[src/rtl/srl_fifo_ctrl.sv]
// Control for a FIFO built on an external shift-register (SRL) storage.
// Optional protocol-error detection is enabled by defining SRL_FIFO_CTRL_ERR_CHECK_EN.
module srl_fifo_ctrl #(
    parameter int DATA_WIDTH = 1,
    parameter int ADDR_WIDTH = 1,
    parameter int DEPTH      = 2
) (
    input  logic                  clk,
    input  logic                  reset,
    input  logic                  if_write,
    input  logic                  if_write_ce,
    input  logic [DATA_WIDTH-1:0] if_din,
    output logic                  if_full_n,
    input  logic                  if_read,
    input  logic                  if_read_ce,
    output logic [DATA_WIDTH-1:0] if_dout,
    output logic                  if_empty_n,
    output logic                  shiftReg_we,
    output logic [ADDR_WIDTH-1:0] shiftReg_addr,
    output logic [DATA_WIDTH-1:0] shiftReg_din,
    input  logic [DATA_WIDTH-1:0] shiftReg_dout,
    output logic                  err_sticky
);

    localparam int CW = $clog2(DEPTH + 1);

    typedef enum logic [1:0] {EMPTY, PARTIAL, FULL} state_t;

    state_t        state, state_nxt;
    logic [CW-1:0] count, count_nxt, count_m1;
    logic          push, pop;

    // Reset suppresses both sides so nothing shifts into storage during reset.
    assign push = if_write & if_write_ce & if_full_n  & ~reset;
    assign pop  = if_read  & if_read_ce  & if_empty_n & ~reset;

    assign shiftReg_we  = push;
    assign shiftReg_din = if_din;
    assign if_dout      = shiftReg_dout;

    // Newest word sits at address 0, so the head is at count-1.
    assign count_m1      = count - CW'(1);
    assign shiftReg_addr = (count == '0) ? '0 : ADDR_WIDTH'(count_m1);

    always_comb begin
        count_nxt = count;
        unique case ({push, pop})
            2'b10:   count_nxt = count + CW'(1);
            2'b01:   count_nxt = count - CW'(1);
            default: count_nxt = count;
        endcase
    end

    always_comb begin
        state_nxt = state;
        case (state)
            EMPTY: begin
                if (push)
                    state_nxt = (DEPTH == 1) ? FULL : PARTIAL;
            end
            PARTIAL: begin
                if (push && !pop && count == CW'(DEPTH - 1))
                    state_nxt = FULL;
                else if (pop && !push && count == CW'(1))
                    state_nxt = EMPTY;
            end
            FULL: begin
                if (pop)
                    state_nxt = (DEPTH == 1) ? EMPTY : PARTIAL;
            end
            default: state_nxt = EMPTY;
        endcase
    end

    always_ff @(posedge clk) begin
        if (reset) begin
            state      <= EMPTY;
            count      <= '0;
            if_empty_n <= 1'b0;
            if_full_n  <= 1'b1;
        end else begin
            state      <= state_nxt;
            count      <= count_nxt;
            if_empty_n <= (state_nxt != EMPTY);
            if_full_n  <= (state_nxt != FULL);
        end
    end

`ifdef SRL_FIFO_CTRL_ERR_CHECK_EN
    logic bad_req;

    assign bad_req = (if_write & if_write_ce & ~if_full_n) |
                     (if_read  & if_read_ce  & ~if_empty_n);

    always_ff @(posedge clk) begin
        if (reset)
            err_sticky <= 1'b0;
        else if (bad_req)
            err_sticky <= 1'b1;
    end
`else
    assign err_sticky = 1'b0;
`endif

endmodule

[config.mk]
export PLATFORM = sky130hd
export DESIGN_NAME = srl_fifo_ctrl
export DESIGN_NICKNAME = d
export VERILOG_FILES = /design/src/rtl/srl_fifo_ctrl.sv
export SDC_FILE = /design/constraint.sdc
export NUM_CORES = 1
export LEC_CHECK = 0
export ABC_AREA = 1
export BUFFER_PORTS_ARGS = -buffer_cell sky130_fd_sc_hd__buf_2
export CORE_AREA = 2 2 39 41
export DETAILED_ROUTE_END_ITERATION = 6
export DIE_AREA = 0 0 41 43
export MAX_ROUTING_LAYER = met4
export PLACE_DENSITY = 0.59
export RECOVER_POWER = 100
export SYNTH_ARGS = -nofsm -noshare
export SYNTH_HDL_FRONTEND = slang
export SYNTH_SLANG_ARGS = --single-unit
[constraint.sdc]
create_clock -name clk -period 1.4 [get_ports clk]
set_input_delay 0.07 -clock clk [delete_from_list [all_inputs] [get_ports clk]]
set_output_delay 0.07 -clock clk [all_outputs]
set_load 0.005 [all_outputs]
==> results of run 1 <==
routing by layer:
metal	GRT usage, %	up-vias	part of all wire [%]
met2	12.5	5	53
li1	-	166	-
met4	8.00	0	0
met1	10.7	129	42
met3	1.57	0	4.5
met5	-	-	0
final cells by class:
type                       count  area (um^2)
fill                         154          941
sequential                     6          120
multi-input combinational     28          175
timing repair buffer          11         60.1
inverter                      12         45.0
clock buffer                   3         22.5
tap                           16         20.0
synthesized netlist by cell type, drive strengths merged:
cell	count
inv	12
nand2	8
dfxtp	6
ha	4
nand3	4
nor2	4
a21oi	3
buf	3
o21ai	3
conb	1
xnor2	1
registers in the layout (all words and copies together), names as in the netlist:
| register | count |
|---|---|
| if_empty_n | 1 |
| count | 2 |
| if_full_n | 1 |
| state | 2 |
worst max-delay path: stages (launching register included):
cell	delay (ps)
dfxtp_1	320
inv_1	50
nor2_2	110
nand2_2	90
inv_1	60
ha_1	260
a21oi_1	180
o21ai_0	130
inv_1	70
cells by family after synthesis:
kind of cell,synth area share [%]
AO/OA/AOI/OAI,9.41
flip-flops,33.5
XOR/XNOR,2.44
other,1.04
adder cells (fa/ha/maj),13.9
AND/OR/NAND/NOR,20.9
buffers and inverters,18.8
final timing paths:
check | from | endpoint | slack, ps | cells after the start
max | if_empty_n | count[1] | 80 | 8
min | reset | state[1] | 100 | 2
min reg2reg | count[0] | count[0] | 510 | 2
max reg2reg | if_empty_n | count[1] | 80 | 8
power by group:
| part | switching (mW) | leakage [nW] | internal [mW] |
|---|---|---|---|
| registers | 0.00355 | 0.0489 | 0.179 |
| logic | 0.0302 | 0.173 | 0.0251 |
| clock network | 0.0537 | 0.0138 | 0.0964 |
cells in the final DEF, fill, tap and decap left out:
cell       n
dfxtp_1    6
nand3_1    4
inv_1     10
nand2_1    5
conb_1     1
ha_1       4
buf_2      9
buf_4      2
nor2_4     1
nand2_2    3
a21oi_1    3
inv_2      2
nor2_2     1
nor2_1     2
o21ai_0    3
clkbuf_4   3
xnor2_1    1
what timing repair did:
item,in CTS,in global routing
gates resized for setup,0,2
setup endpoints to repair,0,4
setup buffers,0,2
per-stage QoR:
step	instance area, um^2	std cells	util, %	total power [mW]	setup slack, ps
floorplan	359	49	-	0.222	135
global placement	402	71	29.0	0.234	110
detailed placement	402	71	29.0	0.235	80.7
CTS	424	74	30.7	0.390	63.0
global route	443	76	32.0	0.415	-41.3
finish	443	76	32.0	0.388	78.9
==> results.sh, run 1 <==
export IMPL_status="complete, no violations"
export IMPL_powerDensity_nw_per_um2=875
export IMPL_clkSlewWorstSetupHoldPaths_ps=40
export IMPL_io_buffers=9
export IMPL_drive_gt1_share_pct=35.0
export IMPL_mappedNetlistArea_um2=359
export IMPL_drtIter0Drc=3
export IMPL_hp_class="in2reg"
export IMPL_grt_pass1_wl_um=1040
export IMPL_dieArea_um2=1760
export IMPL_routabilityCongestion=0.704
export IMPL_overflow=0
export IMPL_grt_max_degree=5
export IMPL_max_freq_mhz=757
export IMPL_tns_ps=0
export IMPL_tritoncts="done"
export IMPL_drc=0
export IMPL_wl_per_cell_um=8.84
export IMPL_avgSynthCellArea_um2=7.33
export IMPL_dr_pass1_iters=2
export IMPL_insertion_delay_ps=240
export IMPL_syn_nets=61
export IMPL_area_delta_synth_final_pct=23.3
export IMPL_yosysWarnings=0
export IMPL_io_pins=15
export IMPL_cts_max_path_buffers=2
export IMPL_grt_pass1_vias=297
export IMPL_crit_arrival_ps=1500
export IMPL_ys_seq_area_share_pct=33.4
export IMPL_crit_type="reg2reg"
export IMPL_die_x_um=41
export IMPL_finalHoldViolations=0
export IMPL_p_leak_nw=0.236
export IMPL_synth_seq_cells=6
export IMPL_vdd_ir_drop_max_uv=376
export IMPL_antenna_found_initial=0
export IMPL_clock_skew_ps=1.31
export IMPL_diodes=0
export IMPL_whs_ps=95.8
export IMPL_netlist_instances=49
export IMPL_synth_top_area_share_pct=33.4
export IMPL_drv_cap=0
export IMPL_viasPerCell=3.95
export IMPL_critical_path_peak_fanout=4
export IMPL_worstSetupEndpointType="register"
export IMPL_hpwl_um=546
export IMPL_hold_buffers=0
export IMPL_htreeDepth=1
export IMPL_root_buffer="clkbuf_4"
export IMPL_core_um2=1380
export IMPL_final_net_count=74
export IMPL_worst_ep_required_time_ps=1580
export IMPL_slew_viol_final=0
export IMPL_start_util_pct=25.9
export IMPL_synth_cell_type_count=15
export IMPL_fin_crit_sh_pct=94.4
export IMPL_track_usage_pct=9.07
export IMPL_rows=14
export IMPL_synthTopCellsByArea="dfxtp_1 (33%), ha_1 (14%), inv_1 (10%), buf_4 (6.3%), nand3_1 (5.6%)"
export IMPL_die_h_um=43
export IMPL_route_antenna_remaining_nets=0
export IMPL_numCtsBuffers=3
export IMPL_fin_crit_ps=1320
export IMPL_synth_top_area_cell="dfxtp_1"
export IMPL_startpoint_type="register"
export IMPL_finalSetupViolCount=0
export IMPL_clock_sinks=6
export IMPL_routed_wl_um=672
export IMPL_vias=300
Power figures use the tool's default switching activity.
==> run 2: changes to the inputs <==
--- a/config.mk
+++ b/config.mk
@@ -7,11 +7,13 @@
 export LEC_CHECK = 0
 export ABC_AREA = 1
 export BUFFER_PORTS_ARGS = -buffer_cell sky130_fd_sc_hd__buf_2
-export CORE_AREA = 2 2 39 41
+export CELL_PAD_IN_SITES_DETAIL_PLACEMENT = 1
+export CELL_PAD_IN_SITES_GLOBAL_PLACEMENT = 1
+export CORE_AREA = 5 5 42 44
 export DETAILED_ROUTE_END_ITERATION = 6
-export DIE_AREA = 0 0 41 43
+export DIE_AREA = 0 0 47 49
 export MAX_ROUTING_LAYER = met4
-export PLACE_DENSITY = 0.59
+export PLACE_DENSITY = 0.76
 export RECOVER_POWER = 100
 export SYNTH_ARGS = -nofsm -noshare
 export SYNTH_HDL_FRONTEND = slang
==> run 2 against run 1 <==
Count of clock-buffer cells in the layout did not move. Die area rose by 31%. Sequential power barely moved. Largest cell class unchanged.
==> results.sh, run 2 (synthesis gave the netlist of run 1 again) <==
export IMPL_status="complete, no violations"
export IMPL_grt_max_degree=5
export IMPL_root_buffer="clkbuf_4"
export IMPL_overflow=0
export IMPL_top_regs="count (2), state (2)"
export IMPL_p_total_uw=386
export IMPL_holdPathStages=2
export IMPL_routabilityCongestion=0.732
export IMPL_cell_internal_pwr_uw=298
export IMPL_clock_sinks=6
export IMPL_rsz0062_at_grt="no"
export IMPL_regToRegStartpoint="if_empty_n"
export IMPL_antenna_found_initial=0
export IMPL_final_common_cell="inv_1"
export IMPL_rows=14
export IMPL_grt_pass1_vias=340
export IMPL_worstSetupEndpointType="register"
export IMPL_drc=0
export IMPL_grt_pass1_wl_um=1260
export IMPL_swShare_pct=22.7
export IMPL_whs_ps=92.0
export IMPL_wl_per_cell_um=9.72
export IMPL_io_pins=15
export IMPL_cts_max_path_buffers=2
export IMPL_p_leak_nw=0.225
export IMPL_io_buffers=9
export IMPL_met3_usage_pct=2.21
export IMPL_route_antenna_remaining_nets=0
export IMPL_drv_cap=0
export IMPL_tritoncts="done"
export IMPL_reg2reg_depth=8
export IMPL_hold_buffers=0
export IMPL_viasPerCell=4.25
export IMPL_power_switching_uw=87.5
export IMPL_crit_type="reg2reg"
export IMPL_die_h_um=49
export IMPL_max_freq_mhz=797
export IMPL_core_um2=1400
export IMPL_hp_class="in2reg"
export IMPL_routed_wl_um=729
export IMPL_hold_path_endpoint="state[1]"
export IMPL_finalSetupViolCount=0
export IMPL_dr_pass1_iters=2
export IMPL_power_frac_comb_pct=13.5
export IMPL_vias=319
export IMPL_gr_usage_met1_pct=7.27
export IMPL_clock_skew_ps=0.225
export IMPL_fin_crit_ps=1260
export IMPL_insertion_delay_ps=240
export IMPL_vdd_ir_drop_max_uv=479
export IMPL_track_usage_pct=8.02
export IMPL_hpwl_um=634
export IMPL_slew_viol_final=0
export IMPL_finalHoldViolations=0
export IMPL_diodes=0
export IMPL_startpoint_type="register"
export IMPL_critical_path_peak_fanout=4
export IMPL_grtUsageMet2_pct=13.6
export IMPL_layout_common_cells="inv_1 (10), buf_2 (8), dfxtp_1 (6)"
export IMPL_hold_start="reset"
export IMPL_reg2reg_setup_slack_ps=140
export IMPL_fin_crit_sh_pct=89.7
export IMPL_numCtsBuffers=3
export IMPL_final_net_count=73
export IMPL_worst_ep_required_time_ps=1580
export IMPL_tns_ps=0
export IMPL_r2r_end="count[1]"
export IMPL_start_util_pct=25.6
export IMPL_drive_gt1_share_pct=35.6
export IMPL_htreeDepth=1
export IMPL_crit_arrival_ps=1440
export IMPL_clkSlewWorstSetupHoldPaths_ps=40
export IMPL_powerDensity_nw_per_um2=886
export IMPL_area_delta_synth_final_pct=21.3
export IMPL_drtIter0Drc=2
export IMPL_clockPowerShare_pct=39.3
export IMPL_die_x_um=47
export IMPL_busiest_layer="met2"
export IMPL_dieArea_um2=2300
export IMPL_p_seq_share_pct=47.3
==> run 2: cell types whose count changed in the layout (fill, tap and decap cells not counted), sizes merged <==
cell  change
buf       -1
==> run 2: timing repair <==
item,in CTS,in global routing
resized for setup,0,3
setup buffers,0,0
setup endpoints to repair,0,4
==> run 2: layout make-up <==
cell class                      instances  area (um^2)
Fill cell                             187          966
Multi-Input combinational cell         28          176
Sequential cell                         6          120
Timing Repair Buffer                   10         51.3
Inverter                               12         45.0
Clock buffer                            3         22.5
Tap cell                               16         20.0
==> run 2: worst max-delay path by stage <==
stage                     from         end  slack (ps)  depth (start not counted)
CTS                  if_full_n    state[0]          50                          9
global placement     if_full_n    state[0]         120                          9
finish              if_empty_n    count[1]         140                          8
detailed placement   if_full_n    state[0]          90                          9
global route         if_full_n  if_empty_n           7                          9
floorplan            if_full_n  if_empty_n         140                          9
==> run 2: stage by stage <==
step                utilization [%]  setup WS [ps]  cells  cell area, um^2
finish                         31.1            145     75              435
global route                   31.1           7.50     75              435
CTS                            30.8           52.6     75              432
detailed placement             29.2           90.7     72              409
global placement               29.2            115     72              409
floorplan                         -            135     49              359
==> run 2: worst max-delay path, stage by stage (launching register included) <==
cell and delay, ps:
dfxtp_1 320, inv_1 50, nor2_2 100, nand2_2 90
inv_1 60, ha_2 280, a21oi_1 140, o21ai_0 90
inv_1 70
==> run 2: per-layer routing <==
layer / vias up / wire length, um / part of all wire, %
li1: 163 / - / -
met1: 145 / 301 / 41
met2: 7 / 382 / 52
met3: 4 / 20 / 2.7
met4: 0 / 25 / 3.4
met5: - / 0 / 0
==> run 2: power groups by stage <==
| stage | Sequential [mW] | Clock, mW | Combinational, mW |
|---|---|---|---|
| floorplan | 0.184 | 0 | 0.0378 |
| global placement | 0.185 | 0 | 0.0497 |
| detailed placement | 0.185 | 0 | 0.0514 |
| CTS | 0.182 | 0.161 | 0.0521 |
| global route | 0.183 | 0.174 | 0.0600 |
| finish | 0.182 | 0.151 | 0.0520 |
